[src/rtl/enc_scheduler.sv]
// enc_scheduler: sequences codeword beats (message, parity, boundary-straddling mixes) and tracks message-buffer fill.
module enc_scheduler #(
  parameter int ENC_SYM         = 4,
  parameter int RSC_MES_LEN     = 11,
  parameter int RSC_PAR_LEN     = 6,
  parameter int ENC_MES_BUF_DEP = 16,
  parameter int ENC_PAR_BUF_DEP = 8,
  localparam int SW  = $clog2(ENC_SYM + 1),
  localparam int MOW = $clog2(ENC_MES_BUF_DEP + 1),
  localparam int POW = $clog2(ENC_PAR_BUF_DEP + 1)
) (
  input  logic           clk,
  input  logic           rst_n,
  input  logic [SW-1:0]  mes_push,
  input  logic           par_valid,
  input  logic           out_ready,
  output logic           out_valid,
  output logic [1:0]     sel_phase,
  output logic [SW-1:0]  mes_request,
  output logic [SW-1:0]  par_request,
  output logic [MOW-1:0] mes_offset,
  output logic [POW-1:0] par_offset,
  output logic [SW-1:0]  mes_pop,
  output logic           par_ack,
  output logic           ovf_err
);
  localparam int N  = RSC_MES_LEN + RSC_PAR_LEN;
  localparam int PW = $clog2(N + ENC_SYM + 1);
  localparam int WW = (PW > MOW ? PW : MOW) + 1;
  localparam logic [1:0] SEL_MES = 2'd0, SEL_MTP = 2'd1, SEL_PAR = 2'd2, SEL_PTM = 2'd3;
  localparam logic [PW-1:0] S_P = PW'(ENC_SYM), K_P = PW'(RSC_MES_LEN), N_P = PW'(N);
  localparam logic [WW-1:0] DEP_W = WW'(ENC_MES_BUF_DEP);
  logic [PW-1:0]  pos_q, pos_d, pos_end, need;
  logic [MOW-1:0] lvl_q, lvl_d;
  logic [WW-1:0]  lvl_sum;
  logic           ovf_q, ovf_d, fire;
  always_comb begin
    pos_end     = pos_q + S_P;
    sel_phase   = pos_end <= K_P ? SEL_MES : pos_q < K_P ? SEL_MTP : pos_end <= N_P ? SEL_PAR : SEL_PTM;
    need        = sel_phase == SEL_MES ? S_P :
                  sel_phase == SEL_MTP ? K_P - pos_q :
                  sel_phase == SEL_PTM ? pos_end - N_P : '0;
    out_valid   = WW'(lvl_q) >= WW'(need) && (sel_phase == SEL_MES || par_valid);
    fire        = out_valid && out_ready;
    mes_request = sel_phase == SEL_PTM ? SW'(pos_end - N_P) : '0;
    par_request = sel_phase == SEL_MTP ? SW'(pos_end - K_P) : '0;
    // PAR and PTM share the msb, and both start inside the parity region
    par_offset  = sel_phase[1] ? POW'(pos_q - K_P) : '0;
    mes_offset  = '0;
    mes_pop     = fire ? SW'(need) : '0;
    par_ack     = fire && (sel_phase == SEL_PTM || (sel_phase == SEL_PAR && pos_end == N_P));
    pos_d       = !fire ? pos_q : pos_end < N_P ? pos_end : pos_end - N_P;
    lvl_sum     = WW'(lvl_q) + WW'(mes_push) - WW'(mes_pop);
    ovf_d       = ovf_q || lvl_sum > DEP_W;
    lvl_d       = lvl_sum > DEP_W ? MOW'(ENC_MES_BUF_DEP) : MOW'(lvl_sum);
  end
  assign ovf_err = ovf_q;
  always_ff @(posedge clk or negedge rst_n) begin
    if (!rst_n) begin
      pos_q <= '0;
      lvl_q <= '0;
      ovf_q <= 1'b0;
    end else begin
      pos_q <= pos_d;
      lvl_q <= lvl_d;
      ovf_q <= ovf_d;
    end
  end
endmodule

[config.mk]
export PLATFORM = sky130hd
export DESIGN_NAME = enc_scheduler
export DESIGN_NICKNAME = d
export VERILOG_FILES = /design/src/rtl/enc_scheduler.sv
export SDC_FILE = /design/constraint.sdc
export NUM_CORES = 1
export LEC_CHECK = 0
export CAP_MARGIN = 20
export CORE_MARGIN = 3
export CORE_UTILIZATION = 50
export CTS_CLUSTER_SIZE = 24
export DETAILED_ROUTE_END_ITERATION = 16
export HOLD_SLACK_MARGIN = 0.15
export MAX_ROUTING_LAYER = met4
export PLACE_DENSITY = 0.79
export SLEW_MARGIN = 10
export SYNTH_ARGS = -nofsm -noshare
export SYNTH_HDL_FRONTEND = slang
export SYNTH_SLANG_ARGS = --single-unit
[constraint.sdc]
create_clock -name clk -period 7 [get_ports clk]
set_input_delay 1.4 -clock clk [delete_from_list [all_inputs] [get_ports clk]]
set_output_delay 1.4 -clock clk [all_outputs]
set_load 0.02 [all_outputs]
==> impl_results.rst <==
.. list-table::
   :header-rows: 1

   * - Metric
     - Value
   * - Outcome
     - completed
   * - Max Transition Viols Final
     - 0
   * - Number of warnings printed during yosys synthesis
     - 0
   * - Unrepaired setup endpoints after global routing
     - no
   * - I/O Pins
     - 30
   * - Worst-case headroom to the max-slew limit
     - a little under three fifths
   * - Clock slew at the register clock pins of the worst setup and hold paths
     - ~80 ps
   * - Maximum root-to-sink buffer count
     - 2
   * - ANT nets after route
     - 0
   * - Estimated wirelength of the detail-placed design
     - approximately 2400 um
   * - FF-to-FF Start
     - pos_q[2]
   * - Transition time at the pin with the least slew margin
     - roughly 650 ps
   * - Width of the die
     - between 50 and 60 um
   * - Proportion of register bits with asynchronous set or reset after synthesis
     - 100%
   * - Period minus WS final
     - 5800 ps
   * - Critical path arrival
     - 4400 ps
   * - Largest net degree at the start of global routing
     - 13
   * - CTS buffer count
     - 3
   * - Post-layout nets
     - between 200 and 250
   * - Post-synth EDFFs
     - 0
   * - # placed instances
     - slightly above 200
   * - Weighted congestion reported at the end of routability-driven placement
     - 0.973
   * - Residual DRC count
     - 0
   * - FF-to-FF setup slack
     - 1390 ps
   * - Die Footprint
     - roughly 3300 um^2
   * - Primary flip-flop cell chosen by synthesis mapping
     - dfrtp_1
   * - Cells resized by post-CTS repair
     - 0
   * - Total track usage
     - about a fifth
   * - CTS Root Buffer Type
     - clkbuf_4
   * - Number of synthesized register bits
     - 11
   * - TritonCTS clock tree
     - done
   * - Start point of the critical path
     - pos_q[2]
   * - Hold Path Origin
     - ovf_err
   * - Count of max-cap constraint violations
     - 0
   * - DRC marker count from the first detailed-route iteration
     - 29
   * - Core ar.
     - 2500 um^2
   * - Fin Clk Skew
     - around 4.5 ps
   * - Post-synth design cell area
     - 1320 um^2
   * - Height of the chip
     - 57.5 um
   * - CP Capture Type
     - output pin
   * - CTS HTree Levels
     - 1
   * - Share of post-route cells with drive strength above 1
     - 9.09%
   * - Count of TritonRoute iterations in the first routing pass
     - 4
   * - # port buffers
     - 24
   * - Setup TNS
     - 0 ps
   * - Reg2Reg Depth
     - 20
   * - Vias
     - 1,105
   * - Capture point of the worst reg-to-reg path
     - ovf_err
   * - Largest driver fanout on the critical path
     - 12
   * - Hold violation count in the final report
     - 0
   * - Critical path data required time
     - 5600 ps
   * - Average routed wire per standard cell
     - 14.5 um
   * - Final wirelength
     - 2990 um
   * - Total setup buffers inserted after CTS
     - 0
   * - Average vias per placed instance
     - 5.36
   * - Share of synthesized area occupied by flip-flops and latches
     - 20.8%
   * - Worst min-delay path class
     - flip-flop to flip-flop
   * - Ratio of final minimum period to clock period
     - ~83%
   * - Endpoint of the worst hold-timing path
     - ovf_err
   * - Clk_lat worst skew
     - between 200 and 300 ps
   * - Smallest hold slack
     - 519 ps
   * - Rows
     - 18
   * - Number of distinct library cells after synthesis
     - 46
   * - Non-filler cells in the finished layout
     - roughly 200
   * - Wire length of the first global-routing pass
     - 5080 um
   * - Number of antenna violations at the first check in global routing
     - 0
   * - Number of global-route vias before repair
     - 1,130
   * - CP startpoint kind
     - flip-flop
   * - Grt total ovfl
     - 0
   * - Post-Synthesis Mean Instance Area
     - 8.71 um^2
   * - Gate Count Post-Synth
     - 152
   * - Final-layout fill cell count
     - 231
   * - Antenna diode instance count
     - 0
   * - Number of buffers inserted for hold repair after clock tree synthesis
     - 0
   * - Max Freq
     - 172 MHz
   * - Sink Count
     - 11
   * - Final setup viols
     - 0
   * - Area Growth Syn to Fin
     - 18.8%
   * - Starting density of the core
     - between 50% and 60%
   * - Critical path class
     - flip-flop to output pin
   * - Cell depth of the worst hold path
     - 1
[sequential cells by signal, summed over array words and instances, names as in the netlist]
| register | flops |
|---|---|
| lvl_q | 5 |
| pos_q | 5 |
| ovf_err | 1 |
[layer usage]
metal  vias to the layer above  GRT usage (%)  part of all wire (%)
li1                        551              -                     -
met1                       521           27.1                    46
met2                        24           31.9                    48
met3                         9           1.36                   2.7
met4                         0           9.27                   2.9
met5                         -              -                     0
[cells by family (layout without fill, tap and decap cells)]
group                    count (synthesis)  after routing  share of synthesized area [%]
XOR/XNOR                                 8              8                           5.86
other                                    1              5                          0.283
buffers and inverters                   27             47                           10.8
multiplexers                             2              2                           1.89
AO/OA/AOI/OAI                           29             29                           16.7
adder cells (fa/ha/maj)                 21             21                           21.6
AND/OR/NAND/NOR                         53             53                           22.1
flip-flops                              11             11                           20.8
[cells in the mapped netlist (2+ instances only)]
master    count  area, um^2
nor2_1       20        75.1
inv_1        19        71.3
ha_1         18         225
dfrtp_1      11         275
a21oi_1       6        30.0
buf_4         5        37.5
nand2_1       5        18.8
nor3_1        5        25.0
a21o_1        4        30.0
xnor2_1       4        35.0
buf_6         3        33.8
fa_1          3        60.1
nand2b_1      3        18.8
nand3_1       3        15.0
o21ai_0       3        15.0
xor2_1        3        26.3
a211oi_1      2        15.0
and3_1        2        12.5
nor2b_1       2        12.5
o21bai_1      2        15.0
o31ai_1       2        15.0
or2_1         2        12.5
or3_1         2        12.5
[per-stage QoR]
step | util (%) | cell area (um^2) | worst slack (ps)
finish | 62.9 | 1570 | 1200
CTS | 62.9 | 1570 | 1190
detailed placement | 61.8 | 1550 | 1440
global placement | 61.8 | 1550 | 1590
floorplan | - | 1340 | 1760
global route | 62.9 | 1570 | 903
[layout by cell type, fill, tap and decap left out, types with 2 or more instances in the layout]
master	Yosys	layout
o21bai_1	2	2
a21o_1	4	4
ha_1	18	18
a211oi_1	2	2
a21oi_1	6	6
o31ai_1	2	2
or3_1	2	2
xnor2_1	4	4
o21ai_0	3	3
nand3_1	3	3
conb_1	1	5
clkdlybuf4s50_1	0	24
fa_1	3	3
inv_1	19	19
nor3_1	5	5
or2_1	2	2
xor2_1	3	3
nand2b_1	3	3
dfrtp_1	11	11
clkbuf_4	0	3
nor2b_1	2	2
nand2_1	5	5
and3_1	2	2
nor2_1	20	20
[layout make-up]
class / count / area (um^2) / area share (%)
Clock buffer: 3 / 22.5 / 1.43
Clock inverter: 1 / 5.00 / 0.318
Multi-Input combinational cell: 118 / 921 / 58.6
Inverter: 19 / 71.3 / 4.53
Tap cell: 30 / 37.5 / 2.39
Timing Repair Buffer: 24 / 240 / 15.3
Sequential cell: 11 / 275 / 17.5
[worst max path at each step]
stage	end	slack, ps
CTS	mes_pop[0]	1190
global route	mes_pop[0]	900
detailed placement	ovf_err	1440
finish	par_ack	1200
floorplan	ovf_err	1760
global placement	mes_pop[0]	1590
[worst max-delay path, cell delays in order, from the launching register on]
cell and delay [ps]:
dfrtp_1 640, inv_1 160, ha_1 240, a221oi_2 580, or2b_2 390, nand2_1 70
o21ai_0 100, ha_1 310, a21o_1 180, a21oi_1 140, o21a_1 220, or2_1 310
and3b_2 250, clkdlybuf4s50_1 530
Power is not shown: default switching activity piles up to over one toggle a cycle in this logic, so the estimate is an artifact.
